`config.mk`:
```
export PLATFORM = sky130hd
export DESIGN_NAME = mips_multicycle_control
export DESIGN_NICKNAME = d
export VERILOG_FILES = /design/src/rtl/mips_multicycle_control.sv
export SDC_FILE = /design/constraint.sdc
export NUM_CORES = 1
export LEC_CHECK = 0
export CAP_MARGIN = 15
export CORE_ASPECT_RATIO = 1.5
export CORE_MARGIN = 3
export CORE_UTILIZATION = 37
export DETAILED_ROUTE_END_ITERATION = 8
export PLACE_DENSITY = 0.83
export SYNTH_ARGS = -nofsm -noshare
export SYNTH_HDL_FRONTEND = slang
export SYNTH_SLANG_ARGS = --single-unit
```
`constraint.sdc`:
```
create_clock -name clk -period 1.65 [get_ports clk]
set_input_delay 0.2475 -clock clk [delete_from_list [all_inputs] [get_ports clk]]
set_output_delay 0.2475 -clock clk [all_outputs]
set_load 0.01 [all_outputs]
```
`src/rtl/mips_multicycle_control.sv`:
```
// Multicycle MIPS main control FSM.
// Sequences fetch/decode/execute phases and drives datapath selects and enables.
module mips_multicycle_control #(
  parameter bit RESUME_ON_TRAP = 1'b0
) (
  input  logic       clk,
  input  logic       resetN,
  input  logic [5:0] opcode,
  input  logic [5:0] funct,
  input  logic       zeroFlag,
  output logic [3:0] aluOperation,
  output logic       aluSrcA,
  output logic [1:0] aluSrcB,
  output logic       pcWrite,
  output logic [1:0] pcSrc,
  output logic       iOrD,
  output logic       memRead,
  output logic       memWrite,
  output logic       irWrite,
  output logic       regWrite,
  output logic       regDst,
  output logic       memToReg,
  output logic [3:0] state,
  output logic       illegalOp
);

  typedef enum logic [3:0] {
    S_IDLE   = 4'd0,
    S_FETCH  = 4'd1,
    S_DECODE = 4'd2,
    S_MEMADR = 4'd3,
    S_MEMRD  = 4'd4,
    S_MEMWB  = 4'd5,
    S_MEMWR  = 4'd6,
    S_REXEC  = 4'd7,
    S_RWB    = 4'd8,
    S_BRANCH = 4'd9,
    S_JUMP   = 4'd10,
    S_IEXEC  = 4'd11,
    S_IWB    = 4'd12,
    S_TRAP   = 4'd13
  } state_t;

  localparam logic [5:0] OP_R    = 6'b000000;
  localparam logic [5:0] OP_LW   = 6'b100011;
  localparam logic [5:0] OP_SW   = 6'b101011;
  localparam logic [5:0] OP_BEQ  = 6'b000100;
  localparam logic [5:0] OP_BNE  = 6'b000101;
  localparam logic [5:0] OP_J    = 6'b000010;
  localparam logic [5:0] OP_ADDI = 6'b001000;
  localparam logic [5:0] OP_ANDI = 6'b001100;
  localparam logic [5:0] OP_ORI  = 6'b001101;
  localparam logic [5:0] OP_SLTI = 6'b001010;

  state_t r_state;
  state_t w_next;

  always_ff @(posedge clk or negedge resetN) begin
    if (!resetN) r_state <= S_IDLE;
    else         r_state <= w_next;
  end

  assign state = r_state;

  always_comb begin
    w_next       = S_TRAP;
    aluOperation = 4'b0000;
    aluSrcA      = 1'b0;
    aluSrcB      = 2'b00;
    pcWrite      = 1'b0;
    pcSrc        = 2'b00;
    iOrD         = 1'b0;
    memRead      = 1'b0;
    memWrite     = 1'b0;
    irWrite      = 1'b0;
    regWrite     = 1'b0;
    regDst       = 1'b0;
    memToReg     = 1'b0;
    illegalOp    = 1'b0;
    unique case (r_state)
      S_IDLE: w_next = S_FETCH;
      S_FETCH: begin
        memRead      = 1'b1;
        irWrite      = 1'b1;
        aluSrcB      = 2'b01;
        aluOperation = 4'b0001;
        pcWrite      = 1'b1;
        w_next       = S_DECODE;
      end
      S_DECODE: begin
        aluSrcB      = 2'b11;
        aluOperation = 4'b0001;
        case (opcode)
          OP_R:          w_next = S_REXEC;
          OP_LW, OP_SW:  w_next = S_MEMADR;
          OP_BEQ, OP_BNE: w_next = S_BRANCH;
          OP_J:          w_next = S_JUMP;
          OP_ADDI, OP_ANDI,
          OP_ORI, OP_SLTI: w_next = S_IEXEC;
          default:       w_next = S_TRAP;
        endcase
      end
      S_MEMADR: begin
        aluSrcA      = 1'b1;
        aluSrcB      = 2'b10;
        aluOperation = 4'b0001;
        w_next       = (opcode == OP_SW) ? S_MEMWR : S_MEMRD;
      end
      S_MEMRD: begin
        iOrD    = 1'b1;
        memRead = 1'b1;
        w_next  = S_MEMWB;
      end
      S_MEMWB: begin
        regWrite = 1'b1;
        memToReg = 1'b1;
        w_next   = S_FETCH;
      end
      S_MEMWR: begin
        iOrD     = 1'b1;
        memWrite = 1'b1;
        w_next   = S_FETCH;
      end
      S_REXEC: begin
        aluSrcA = 1'b1;
        w_next  = S_RWB;
        case (funct)
          6'b100000: aluOperation = 4'b0001;
          6'b100010: aluOperation = 4'b0010;
          6'b011000: aluOperation = 4'b0011;
          6'b011010: aluOperation = 4'b0100;
          6'b100100: aluOperation = 4'b0101;
          6'b100101: aluOperation = 4'b0110;
          6'b100111: aluOperation = 4'b0111;
          6'b101010: aluOperation = 4'b1000;
          6'b100110: aluOperation = 4'b1001;
          default:   w_next = S_TRAP;
        endcase
      end
      S_RWB: begin
        regWrite = 1'b1;
        regDst   = 1'b1;
        w_next   = S_FETCH;
      end
      S_IEXEC: begin
        aluSrcA = 1'b1;
        aluSrcB = 2'b10;
        w_next  = S_IWB;
        case (opcode)
          OP_ADDI: aluOperation = 4'b0001;
          OP_ANDI: aluOperation = 4'b0101;
          OP_ORI:  aluOperation = 4'b0110;
          OP_SLTI: aluOperation = 4'b1000;
          default: aluOperation = 4'b0000;
        endcase
      end
      S_IWB: begin
        regWrite = 1'b1;
        w_next   = S_FETCH;
      end
      S_BRANCH: begin
        aluSrcA      = 1'b1;
        aluOperation = 4'b0010;
        pcSrc        = 2'b01;
        // bne differs from beq only in opcode bit 0
        pcWrite      = opcode[0] ? ~zeroFlag : zeroFlag;
        w_next       = S_FETCH;
      end
      S_JUMP: begin
        pcWrite = 1'b1;
        pcSrc   = 2'b10;
        w_next  = S_FETCH;
      end
      S_TRAP: begin
        illegalOp = 1'b1;
        w_next    = RESUME_ON_TRAP ? S_FETCH : S_TRAP;
      end
      default: w_next = S_TRAP;
    endcase
  end

endmodule

```
==> results.ini <==
[status]
status = finished with violations
violations = setup timing

[logic_synthesis]
synth_common_cells = 19 x nor2_1, 12 x a21oi_1, 11 x nand2_1, 7 x nand2b_1, 6 x nor2b_1
synth_edf_count = 0
ys_types = 43
synth_most_common_cell = nor2_1
ys_seq_area_frac = 0.123
synth_flop_cell = dfrtp_1
synthTopCellsByArea = dfrtp_1 12%, nor2_1 8.8%, a21oi_1 7.4%
async_reset_ff_frac = 1.00
synth_top_area_frac = 0.123
synth_warnings = 0
synth_top_area_cell = dfrtp_1
ys_ff_latch = 4
netlist_instances = 119
syn_area_per_cell_um2 = 6.82
synthesis.nets = 134
synth_area_um2 = 812

[power_and_ir_drop]
p_leak_nw = 0.811
ir_worst_vdd_mv = 0.350
pwr_density_cell_mw_per_mm2 = 229

[finish]
fin_util = 0.869
drive_gt1_frac = 0.576
nNetsFinal = 221
area_growth_pct = 120
antenna_cells = 0
largest_reg_flops = 4

[routing]
drt_iter0_markers = 58
post-route-drc-count = 0
vias = 1371
via_per_inst = 6.04
first_pass_iters = 4
postRouteAntennaNets = 0
drt_wl_total_um = 4770
routedWlPerCell_um = 21.0

[worst_setup_path]
critPathLaunchType = flip-flop
r2r_end = state[0]
rrSetupSlack_ps = -50
regToRegStartpoint = state[1]
crit_type = reg2out
crit_required_ps = 1400
setup.worst_path.end_class = output port
reg2regPathDepth = 9
crit_arrival_ps = 1760
worstPathMaxFanout = 2

[worst_hold_path]
hold_path.class = in2async

[sta]
hold_violations = 0
worstMarginPinSlew_ps = 420
hold-worst-slack_ps = 188
grt_setup_unrepaired = yes
fin_crit_sh = 1.21
relSlewSlack = 0.716
skew_ps = 19.3
min_period_ps = 2000
setup_viol = 15
max_freq_mhz = 499
setup_ws_ps = -354
maxSlewViolCount = 0

[clocking]
clk_latency_ps = 270
clk_pin_slew_worst_paths_ps = 50
cts_made_buffers = 3
htreeDepth = 1
cts_tree = yes
clock_path_buffers = 2
hold_buffers = 0
cts_root_buf = clkbuf_4
cts.sinks = 4

[grt]
first_global_vias = 1348
track_usage = 0.297
grt_antenna_before_repair = 0
grt_overflow_total = 0
grt_max_degree = 18
grt_pass1_wl_um = 6290

[placement]
port_buffers = 36
dp_hpwl_um = 2560
gp_congestion = 0.911

[job]
cap_violations = 0

[floorplan]
fp.dieW_um = 44.3
start_util = 0.396
pin_count = 37
die_y_um = 63.4
core_area_mm2 = 0.00205
core.rowCount = 20
die-area_mm2 = 0.00280

==> logic make-up (layout without fill, tap and decap cells) <==
group / after synthesis / in the layout / share of synthesized area
compound gates: 30 / 30 / 0.268
xor+xnor: 6 / 6 / 0.0647
buf+inv: 10 / 96 / 0.0693
flops: 4 / 4 / 0.123
simple gates: 69 / 69 / 0.475
==> stage by stage <==
step / cell area, um2 / TNS [ps] / worst slack, ps / total power, mW / cells
floorplan: 843 / -39.0 / -39.0 / 0.148 / 119
global placement: 1450 / -5630 / -704 / 0.228 / 205
detailed placement: 1450 / -6390 / -809 / 0.235 / 205
CTS: 1590 / -1180 / -321 / 0.373 / 222
global route: 1780 / -2240 / -400 / 0.427 / 227
finish: 1780 / -1610 / -354 / 0.409 / 227
==> layout by cell type, fill, tap and decap left out, drive strengths merged, types with 3 or more instances in the layout <==
| master | instances |
|---|---|
| dfrtp | 4 |
| nor2 | 20 |
| nand2b | 8 |
| a21oi | 12 |
| o21ai | 3 |
| or3 | 3 |
| nor2b | 6 |
| nand2 | 12 |
| nor3 | 5 |
| clkbuf | 8 |
| dlygate4sd2 | 9 |
| xnor2 | 5 |
| nand3 | 3 |
| buf | 70 |
| o31ai | 3 |
| dlymetal6s2s | 3 |
==> area by class of cell <==
| type | count | area [um2] |
|---|---|---|
| flip-flops and latches | 4 | 101 |
| inverters | 2 | 8.76 |
| well taps | 22 | 27.5 |
| multi-input cells | 105 | 870 |
| fillers | 114 | 269 |
| repair buffers | 90 | 749 |
| clock buffers | 4 | 26.3 |
==> what timing repair did <==
action / CTS / global route
setup endpoints to repair: 23 / 21
setup buffers: 13 / 6
hold endpoints to repair: 0 / 0
gates resized for setup: 97 / 54
pin swaps: 12 / 12
==> worst max path at each step <==
stage / start / to / slack (ps)
4_1_cts: state[2] / aluOperation[0] / -320
6_report: state[3] / aluOperation[3] / -350
3_3_place_gp: funct[5] / aluOperation[1] / -700
5_1_grt: state[3] / aluOperation[3] / -400
2_1_floorplan: state[3] / aluOperation[3] / -40
3_5_place_dp: funct[5] / aluOperation[1] / -810
==> critical path: stages (launching register included) <==
cell and delay, ps:
dfrtp_1 420, nand2b_4 180, nor2_4 100, inv_2 50
or4_4 520, o31ai_4 60, buf_2 160
==> report_power, final <==
| group | leakage (nW) | switching, mW | internal (mW) |
|---|---|---|---|
| Combinational | 0.756 | 0.0786 | 0.0786 |
| Sequential | 0.0399 | 0 | 0.0984 |
| Clock | 0.0150 | 0.0610 | 0.0920 |
==> per-layer routing <==
layer	up-vias	wire length, um	track usage	share of wire
met4	0	307	0.170	0.064
met1	642	1600	0.281	0.34
met3	33	299	0.0457	0.063
li1	601	-	-	-
met2	95	2560	0.560	0.54
met5	-	0	0	0
Note: power is estimated with default switching activity, not from simulation.
